===== config.mk =====
export PLATFORM = sky130hd
export DESIGN_NAME = mux_2_1_flat
export DESIGN_NICKNAME = d
export VERILOG_FILES = /design/src/rtl/mux_2_1_if.sv /design/src/rtl/mux_2_1.sv /design/src/flat_wrapper.sv
export SDC_FILE = /design/constraint.sdc
export NUM_CORES = 1
export LEC_CHECK = 0
export CORE_AREA = 2 2 39 41
export CTS_CLUSTER_SIZE = 10
export DETAILED_ROUTE_END_ITERATION = 16
export DIE_AREA = 0 0 41 43
export PLACE_DENSITY = 0.44
export REMOVE_ABC_BUFFERS = 1
export SLEW_MARGIN = 25
export SYNTH_ARGS = -nofsm -noshare
export SYNTH_HDL_FRONTEND = slang
export SYNTH_SLANG_ARGS = --single-unit

===== constraint.sdc =====
create_clock -name clk -period 1.1 [get_ports clk]
set_clock_uncertainty 0.15 [all_clocks]
set_input_delay 0.22 -clock clk [delete_from_list [all_inputs] [get_ports clk]]
set_output_delay 0.22 -clock clk [all_outputs]
set_load 0.01 [all_outputs]

===== src/rtl/mux_2_1_if.sv =====
// Valid/ready bus for mux_2_1: two data sources plus select in, one registered word out.
// MUX_2_1_PARITY_EN adds the registered out_parity signal.
interface mux_2_1_if #(
    parameter int WIDTH = 1
);
    logic [WIDTH-1:0] in_0;
    logic [WIDTH-1:0] in_1;
    logic             sel;
    logic             in_valid;
    logic             in_ready;
    logic [WIDTH-1:0] mux_out;
    logic             out_valid;
    logic             out_ready;
    logic             sel_switch;
`ifdef MUX_2_1_PARITY_EN
    logic             out_parity;
`endif

    modport master (
        output in_0, in_1, sel, in_valid, out_ready,
        input  in_ready, mux_out, out_valid, sel_switch
`ifdef MUX_2_1_PARITY_EN
        , input out_parity
`endif
    );

    modport slave (
        input  in_0, in_1, sel, in_valid, out_ready,
        output in_ready, mux_out, out_valid, sel_switch
`ifdef MUX_2_1_PARITY_EN
        , output out_parity
`endif
    );
endinterface


===== src/rtl/mux_2_1.sv =====
// Registered 2:1 mux with a single-entry valid/ready output stage and select-change flag.
// Optional even-parity output enabled by defining MUX_2_1_PARITY_EN.
module mux_2_1 #(
    parameter int WIDTH     = 1,
    parameter bit RESET_SEL = 1'b0
) (
    input  logic     clk,
    input  logic     rst_n,
    mux_2_1_if.slave bus
);

    logic [WIDTH-1:0] outData_q, outData_d;
    logic             outValid_q, outValid_d;
    logic             selSwitch_q, selSwitch_d;
    logic             prevSel_q, prevSel_d;
    logic [WIDTH-1:0] selData;
    logic             inReady;
    logic             accept;
    logic             consume;
`ifdef MUX_2_1_PARITY_EN
    logic             outParity_q, outParity_d;
`endif

    // A free slot exists when the stage is empty or its word leaves this cycle.
    assign inReady = !outValid_q || bus.out_ready;
    assign accept  = bus.in_valid && inReady;
    assign consume = outValid_q && bus.out_ready;
    assign selData = bus.sel ? bus.in_1 : bus.in_0;

    always_comb begin
        outData_d   = outData_q;
        outValid_d  = outValid_q;
        selSwitch_d = selSwitch_q;
        prevSel_d   = prevSel_q;
`ifdef MUX_2_1_PARITY_EN
        outParity_d = outParity_q;
`endif
        if (accept) begin
            outData_d   = selData;
            outValid_d  = 1'b1;
            selSwitch_d = (bus.sel != prevSel_q);
            prevSel_d   = bus.sel;
`ifdef MUX_2_1_PARITY_EN
            outParity_d = ^selData;
`endif
        end else if (consume) begin
            outValid_d  = 1'b0;
            selSwitch_d = 1'b0;
        end
    end

    always_ff @(posedge clk or negedge rst_n) begin
        if (!rst_n) begin
            outData_q   <= '0;
            outValid_q  <= 1'b0;
            selSwitch_q <= 1'b0;
            prevSel_q   <= RESET_SEL;
`ifdef MUX_2_1_PARITY_EN
            outParity_q <= 1'b0;
`endif
        end else begin
            outData_q   <= outData_d;
            outValid_q  <= outValid_d;
            selSwitch_q <= selSwitch_d;
            prevSel_q   <= prevSel_d;
`ifdef MUX_2_1_PARITY_EN
            outParity_q <= outParity_d;
`endif
        end
    end

    assign bus.in_ready   = inReady;
    assign bus.mux_out    = outData_q;
    assign bus.out_valid  = outValid_q;
    assign bus.sel_switch = selSwitch_q;
`ifdef MUX_2_1_PARITY_EN
    assign bus.out_parity = outParity_q;
`endif

endmodule


===== src/flat_wrapper.sv =====
// flat-port wrapper written by rule: the top's interface ports become plain ports
module mux_2_1_flat 
#(
    parameter int WIDTH     = 1,
    parameter bit RESET_SEL = 1'b0
)
  (clk, rst_n, bus_in_0, bus_in_1, bus_sel, bus_in_valid, bus_out_ready, bus_in_ready, bus_mux_out, bus_out_valid, bus_sel_switch);
  mux_2_1_if #(.WIDTH(WIDTH)) bus_i ();
  input  logic clk;
  input  logic rst_n;
  input wire logic [$bits(bus_i.in_0)-1:0] bus_in_0;
  input wire logic [$bits(bus_i.in_1)-1:0] bus_in_1;
  input wire logic [$bits(bus_i.sel)-1:0] bus_sel;
  input wire logic [$bits(bus_i.in_valid)-1:0] bus_in_valid;
  input wire logic [$bits(bus_i.out_ready)-1:0] bus_out_ready;
  output wire logic [$bits(bus_i.in_ready)-1:0] bus_in_ready;
  output wire logic [$bits(bus_i.mux_out)-1:0] bus_mux_out;
  output wire logic [$bits(bus_i.out_valid)-1:0] bus_out_valid;
  output wire logic [$bits(bus_i.sel_switch)-1:0] bus_sel_switch;
  assign bus_i.in_0 = bus_in_0;
  assign bus_i.in_1 = bus_in_1;
  assign bus_i.sel = bus_sel;
  assign bus_i.in_valid = bus_in_valid;
  assign bus_i.out_ready = bus_out_ready;
  assign bus_in_ready = bus_i.in_ready;
  assign bus_mux_out = bus_i.mux_out;
  assign bus_out_valid = bus_i.out_valid;
  assign bus_sel_switch = bus_i.sel_switch;
  mux_2_1 #(.WIDTH(WIDTH), .RESET_SEL(RESET_SEL)) u_core (.clk(clk), .rst_n(rst_n), .bus(bus_i));
endmodule

==> results of run 1 <==
## through the flow
stage          hold WS (ns)  power (mW)  instance area (µm²)  TNS, ns
6_report             0.0433       0.496                  378   -0.369
5_1_grt              0.0496       0.537                  378   -0.597
4_1_cts              0.0421       0.493                  363   -0.458
3_5_place_dp          0.293       0.310                  339    -2.65
3_3_place_gp          0.289       0.307                  339    -2.50
2_1_floorplan        -0.226       0.231                  196  -0.0824
## final cells by class
cell class                 instances  area (µm²)
tap                               16        20.0
fill                             156        1010
timing repair buffer              17         139
sequential                         4         100
multi-input combinational         11        96.3
clock buffer                       3        22.5
## metal layers
metal | share of wire (%) | wire [µm] | global-route usage [%]
met1 | 35 | 165 | 4.85
met5 | 0 | 0 | 0
met4 | 0 | 0 | 8.00
met2 | 49 | 232 | 10.0
met3 | 16 | 77 | 6.81
## critical path, stage by stage, from the launching register on
cell      delay, ns
dfrtp_1        0.41
nand2b_4       0.09
buf_6          0.11
nand2_4        0.05
mux2_4         0.29
## flip-flops by register name (all words and copies together) (netlist names)
signal	cells
u_core.bus.sel_switch	1
u_core.prevSel_q	1
u_core.bus.out_valid	1
u_core.bus.mux_out	1
## how the worst min path moves through the flow
stage,cells after the start,endpoint,startpoint
after global placement,1,u_core.bus.out_valid,rst_n
final,1,u_core.bus.out_valid,rst_n
after CTS,1,u_core.bus.out_valid,rst_n
after detailed placement,1,u_core.bus.out_valid,rst_n
after global routing,1,u_core.prevSel_q,rst_n
after floorplan,0,u_core.bus.mux_out,rst_n
## power breakdown
part,leakage [nW],switching [mW],internal (mW)
sequential,0.0462,0.0120,0.168
combinational,0.129,0.0488,0.0893
clock,0.0138,0.0557,0.122
## cell families after synthesis
logic type / Yosys count / synth area share, %
and+or+nand+nor: 4 / 18.5
xor gates and xnor gates: 1 / 4.46
muxes: 3 / 17.8
AOI/OAI and AO/OA: 3 / 8.28
DFF: 4 / 51.0
## timing repair
action / CTS / global route
gates resized for setup: 21 / 0
endpoints found under the setup margin: 8 / 7
setup buffers: 2 / 2
## cells in the final DEF (no fill, tap or decap)
cell type / n
a21oi_1: 1
buf_6: 2
buf_2: 3
a31oi_1: 1
dfrtp_1: 4
o21ai_0: 1
clkbuf_4: 3
clkdlybuf4s50_1: 3
buf_4: 6
mux2i_1: 2
xnor2_1: 1
nand2b_4: 1
dlygate4sd2_1: 3
nand2_4: 1
nand2_1: 1
mux2_4: 1
or2b_1: 1
==> results_dict.tcl, run 1 <==
set metrics [dict create \
    drtIter0Drc 0 \
    fmax_mhz 821 \
    fin_cells 51 \
    worst_ep_required_time_ns 1.06 \
    setup_viol 6 \
    max_slew_margin_pct 87.2 \
    crit_fanout 4 \
    critPathLaunchType "flip-flop" \
    die_area_mm2 0.00176 \
    r2r-start "u_core.bus.out_valid" \
    die_w_um 41 \
    cts_buffers 3 \
    ant_nets 0 \
    synth_cell_types 11 \
    leakagePower_nw 0.189 \
    synth.largest_area_cell "dfrtp_1" \
    syn2layout_area_growth_pct 92.4 \
    dp_cells 44 \
    post-route-period-util_pct 111 \
    arrival_ns 1.18 \
    grtUsageTotal_pct 7.24 \
    finalNetCount 44 \
    cts_tree "yes" \
    synth_edf_count 0 \
    drv_slew 0 \
    worstMarginPinSlew_ns 0.191 \
    setup_ws_ns -0.117 \
    finalWirelength_um 475 \
    ys_seq_elements 4 \
    drv_cap 0 \
    fin_crit_ns 1.22 \
    final_util_pct 27.3 \
    drt_first_pass_iters 1 \
    async_reset_ff_share_pct 100 \
    row_count 14 \
    synth_top_area_share_pct 51.0 \
    antenna_found_initial 0 \
    io_buffers 10 \
    synth_area_leaders "dfrtp_1 51%, mux2i_1 10%, mux2_4 7.6%" \
    antenna_cells 0 \
    drcViolationCount 0 \
    critPathCapture "u_core.prevSel_q" \
    clk_pin_slew_worst_paths_ns 0.04 \
    syn_inst 15 \
    wl_per_cell_um 9.31 \
    root_buffer "clkbuf_4" \
    ctsHoldBuffers 0 \
    criticalPathCategory "reg -> reg" \
    grt_pass1_vias 188 \
    grt_overflow 0 \
    cts.sink_count 4 \
    io_pins 11 \
    ys_warn_count 0 \
    reg2regPathDepth 4 \
    ys_seq_area_share_pct 51.0 \
    dp_slack_ns -0.639 \
    grt_max_degree 5 \
    syn_avg_cell_area_um2 13.1 \
    grt_pass1_wl_um 703 \
    powerDensity_mw_per_mm2 1310 \
    core_region_area_mm2 0.00138 \
    yosysMostFrequentCell "dfrtp_1" \
    syn-cell-area_um2 196 \
    die_h_um 43 \
    htreeDepth 1 \
    ir_drop_mv 0.328 \
    place_congestion 0.527 \
    clock_latency_ns 0.23 \
    cp-end-kind "flip-flop" \
    clk_path_buf_depth 2 \
    rrSetupSlack_ns -0.12 \
    via_count 185 \
    via_per_inst 3.63 \
    synth_common_cells "4 x dfrtp_1, 2 x mux2i_1" \
    hp-class "in -> async" \
    status "complete, but fails checks" \
    initial_core_util_pct 14.2 \
    finalHoldViolations 0 \
    cp-startpoint "u_core.bus.out_valid" \
    timing.rr.end "u_core.prevSel_q" \
    ys.flop_type "dfrtp_1" \
    drive_gt1_share_pct 48.6 \
    violations "negative setup slack" \
    rsz0062_at_grt "yes" \
]
(Power assumes the default switching activity.)
==> run 2: changes to the inputs <==
- REMOVE_ABC_BUFFERS: 1 -> default
- SKIP_CTS_REPAIR_TIMING: default -> 1
==> results_dict.tcl, run 2 (same netlist as run 1, synthesis figures left out) <==
set metrics [dict create \
    place_congestion 0.624 \
    die_area_mm2 0.00176 \
    cts_tree "yes" \
    status "complete, but fails checks" \
    path_depth 4 \
    whs_ns 0.0363 \
    antenna_cells 0 \
    io_pins 11 \
    initial_core_util_pct 14.2 \
    drv_cap 0 \
    grtUsageTotal_pct 6.85 \
    drcViolationCount 0 \
    finalHoldViolations 0 \
    leakagePower_nw 0.201 \
    powerDensity_mw_per_mm2 1360 \
    ir_drop_mv 0.308 \
    drt_first_pass_iters 1 \
    antenna_found_initial 0 \
    max_slew_margin_pct 83.8 \
    crit_fanout 3 \
    root_buffer "clkbuf_4" \
    htreeDepth 1 \
    grt_overflow 0 \
    worst_ep_required_time_ns 1.07 \
    hp-class "in -> async" \
    crit_family "flip-flops" \
    cts.sink_count 4 \
    cts_buffers 3 \
    violations "negative setup slack" \
    seq_area_um2 101 \
    finalNetCount 42 \
    drive_gt1_share_pct 44.1 \
    io_buffers 10 \
    fin_crit_ns 1.21 \
    setup_ws_ns -0.113 \
    fmax_mhz 824 \
    clock_latency_ns 0.24 \
    crit_chain "nand2b_4, buf_6, nand2_4, mux2_4" \
    post-route-period-util_pct 110 \
    criticalPathCategory "reg -> reg" \
    wl_per_cell_um 9.56 \
    clk_path_buf_depth 2 \
    rsz0062_at_grt "yes" \
    drv_slew 0 \
    via_count 181 \
    mostFrequentLayoutCells "4 x clkdlybuf4s50_1, 4 x buf_4, 3 x clkbuf_4, 3 x dlymetal6s2s_1, 3 x dfrtp_1" \
    grt_pass1_wl_um 752 \
    finalWirelength_um 478 \
    critPathLaunchType "flip-flop" \
    clk_pin_slew_worst_paths_ns 0.04 \
    multi_input_area_um2 96.3 \
    final_util_pct 27.8 \
    cp-end-kind "flip-flop" \
    grt_max_degree 6 \
    arrival_ns 1.18 \
    row_count 14 \
    syn_nets 22 \
    fill_cells 152 \
    cp_slowest_stage_delay_ns 0.42 \
    syn2layout_area_growth_pct 95.5 \
    core_region_area_mm2 0.00138 \
    reg2regPathDepth 4 \
    rrSetupSlack_ns -0.11 \
    via_per_inst 3.62 \
    ant_nets 0 \
    timing.rr.end "u_core.prevSel_q" \
    drtIter0Drc 0 \
    grt_pass1_vias 181 \
    setup_viol 6 \
    die_w_um 41 \
    critPathBufInv 1 \
    worstMarginPinSlew_ns 0.242 \
    die_h_um 43 \
    r2r-start "u_core.bus.out_valid" \
    slowest_stage "dfrtp_2" \
]
run 2: cell count changes in the layout (fill, tap and decap cells not counted):
cell and delta:
dfrtp_2 +1, clkbuf_2 +1, dlymetal6s2s_1 +3, dfrtp_1 -1, clkdlybuf4s50_1 +1, clkbuf_1 +1
buf_4 -2, buf_2 -2, dlygate4sd2_1 -3
run 2: area by class of cell:
cell class                      instances  area share [%]
Timing Repair Buffer                   15            36.5
Tap cell                               16            5.21
Sequential cell                         4            26.4
Clock buffer                            4            6.84
Multi-Input combinational cell         11            25.1
run 2: worst max-delay path by stage:
stage | from | endpoint | slack (ns)
after floorplan | u_core.bus.out_valid | u_core.prevSel_q | -0.05
after global placement | bus_out_ready | bus_in_ready | -0.62
after detailed placement | bus_out_ready | bus_in_ready | -0.62
after CTS | bus_out_ready | bus_in_ready | -0.63
after global routing | u_core.bus.out_valid | u_core.prevSel_q | -0.16
final | u_core.bus.out_valid | u_core.prevSel_q | -0.11
run 2: layer usage:
metal,vias up,part of all wire [%],global-route usage [%]
met5,-,0,0
met4,0,2.1,6.00
met3,2,17,4.71
met2,13,41,7.81
met1,77,40,8.14
li1,89,-,-
run 2: metrics by stage:
stage          power, mW  worst slack, ns  area (µm²)  std cells  TNS [ns]
2_1_floorplan      0.231          -0.0545         198         15   -0.0545
3_3_place_gp       0.306           -0.617         333         43     -2.45
6_report           0.524           -0.113         384         50    -0.410
5_1_grt            0.558           -0.157         384         50    -0.715
4_1_cts            0.527           -0.631         359         47     -2.35
3_5_place_dp       0.308           -0.624         333         43     -2.54
run 2: power breakdown:
group | switching, mW | total, mW | internal (mW)
Combinational | 0.0479 | 0.134 | 0.0856
Sequential | 0.0123 | 0.181 | 0.168
Clock | 0.0726 | 0.210 | 0.137
Total | 0.133 | 0.524 | 0.391
==> run 3: changes to the inputs <==
- PLACE_DENSITY: 0.44 -> 0.43
- clock period: 1.1 -> 1.45 ns (I/O delays scaled with it)
==> results_dict.tcl, run 3 (same netlist as run 1, synthesis figures left out) <==
set metrics [dict create \
    status "completed" \
    arrival_ns 0.86 \
    die_w_um 41 \
    leakagePower_nw 0.193 \
    place_congestion 0.539 \
    clock_latency_ns 0.23 \
    finalHoldViolations 0 \
    via_count 168 \
    crit_fanout 3 \
    powerDensity_mw_per_mm2 1010 \
    cp-end-kind "output pin" \
    fill_cells 144 \
    syn2layout_area_growth_pct 82.8 \
    drtIter0Drc 0 \
    finalNetCount 39 \
    setup_viol 0 \
    criticalPathCategory "reg -> out" \
    ant_nets 0 \
    max_slew_margin_pct 89.4 \
    critPathLaunchType "flip-flop" \
    fin_crit_ns 1.30 \
    setup_ws_ns 0.149 \
    initial_core_util_pct 14.2 \
    core_region_area_mm2 0.00138 \
    grt_pass1_wl_um 724 \
    grt_max_degree 5 \
    seq_power_share_pct 38.0 \
    syn_nets 22 \
    die_h_um 43 \
    setup_tns_ns 0 \
    io_pins 11 \
    cell_internal_pwr_uw 275 \
    io_buffers 10 \
    drv_slew 0 \
    final_util_pct 25.9 \
    fmax_mhz 768 \
    grtUsageTotal_pct 6.94 \
    antenna_found_initial 0 \
    row_count 14 \
    post-route-period-util_pct 89.7 \
    power.switching_uw 87.7 \
    ir_drop_mv 0.301 \
    worst_ep_required_time_ns 1.01 \
    grt_pass1_vias 189 \
    worstMarginPinSlew_ns 0.154 \
    rsz0062_at_grt "no" \
    final_common_cell "clkdlybuf4s50_1" \
    clk_pin_slew_worst_paths_ns 0.04 \
    antenna_cells 0 \
    drive_gt1_share_pct 30.0 \
    htreeDepth 1 \
    drv_cap 0 \
    switching_share_pct 24.2 \
    drt_first_pass_iters 1 \
    p_comb_share_pct 23.8 \
    hp-class "in -> async" \
    clock_power_share_pct 38.2 \
    cts.sink_count 4 \
    dp_slack_ns -0.438 \
    wl_per_cell_um 9.67 \
    root_buffer "clkbuf_4" \
    cts_buffers 3 \
    clk_path_buf_depth 2 \
    cts_tree "yes" \
    grt_overflow 0 \
    drcViolationCount 0 \
    via_per_inst 3.65 \
    mostFrequentLayoutCells "5 x clkdlybuf4s50_1, 4 x dlymetal6s2s_1, 4 x dfrtp_1" \
    finalWirelength_um 445 \
    die_area_mm2 0.00176 \
]
-- run 3: cell count changes in the layout (fill, tap and decap cells not counted), sizes merged --
cell and change:
buf -5, clkbuf -1, clkdlybuf4s50 +1, dlymetal6s2s +1
-- run 3: worst paths after layout --
check                                              to  slack [ns]                  start  cells past startpoint
worst max-delay path                     bus_in_ready        0.15   u_core.bus.out_valid                      2
worst min register to register  u_core.bus.sel_switch        0.33  u_core.bus.sel_switch                      2
min in group clk                u_core.bus.sel_switch        0.27          bus_out_ready                      4
worst max register to register       u_core.prevSel_q        0.21   u_core.bus.out_valid                      4
worst min-delay path            u_core.bus.sel_switch        0.11                  rst_n                      1
max in group asynchronous          u_core.bus.mux_out        0.87                  rst_n                      1
-- run 3: layout make-up --
cell class	instances	area (µm²)	share of cell area [%]
Timing Repair Buffer	12	120	33.4
Sequential cell	4	100	27.9
Multi-Input combinational cell	11	96.3	26.8
Clock buffer	3	22.5	6.27
Tap cell	16	20.0	5.57
-- run 3: power groups by stage --
| stage | logic [mW] | registers (mW) | clock network, mW |
|---|---|---|---|
| 2_1_floorplan | 0.0315 | 0.144 | 0 |
| 3_3_place_gp | 0.0924 | 0.139 | 0 |
| 3_5_place_dp | 0.0928 | 0.140 | 0 |
| 4_1_cts | 0.0933 | 0.138 | 0.144 |
| 5_1_grt | 0.0955 | 0.139 | 0.157 |
| 6_report | 0.0864 | 0.138 | 0.139 |
-- run 3: through the flow --
step | hold WS [ns] | instance area, µm² | std cells | total power, mW
2_1_floorplan | -0.156 | 196 | 15 | 0.175
3_3_place_gp | 0.321 | 332 | 43 | 0.231
3_5_place_dp | 0.336 | 332 | 43 | 0.232
4_1_cts | 0.113 | 354 | 46 | 0.376
5_1_grt | 0.109 | 359 | 46 | 0.392
6_report | 0.109 | 359 | 46 | 0.363
-- run 3: critical path, cell delays in order (launching register included) --
cell and delay (ns):
dfrtp_1 0.42, nand2b_4 0.09, clkbuf_2 0.13
-- run 3: metal layers --
| layer | routed length [µm] | global-route usage [%] |
|---|---|---|
| met5 | 0 | 0 |
| met3 | 76 | 6.28 |
| met4 | 0 | 6.00 |
| met2 | 176 | 8.13 |
| met1 | 193 | 7.12 |
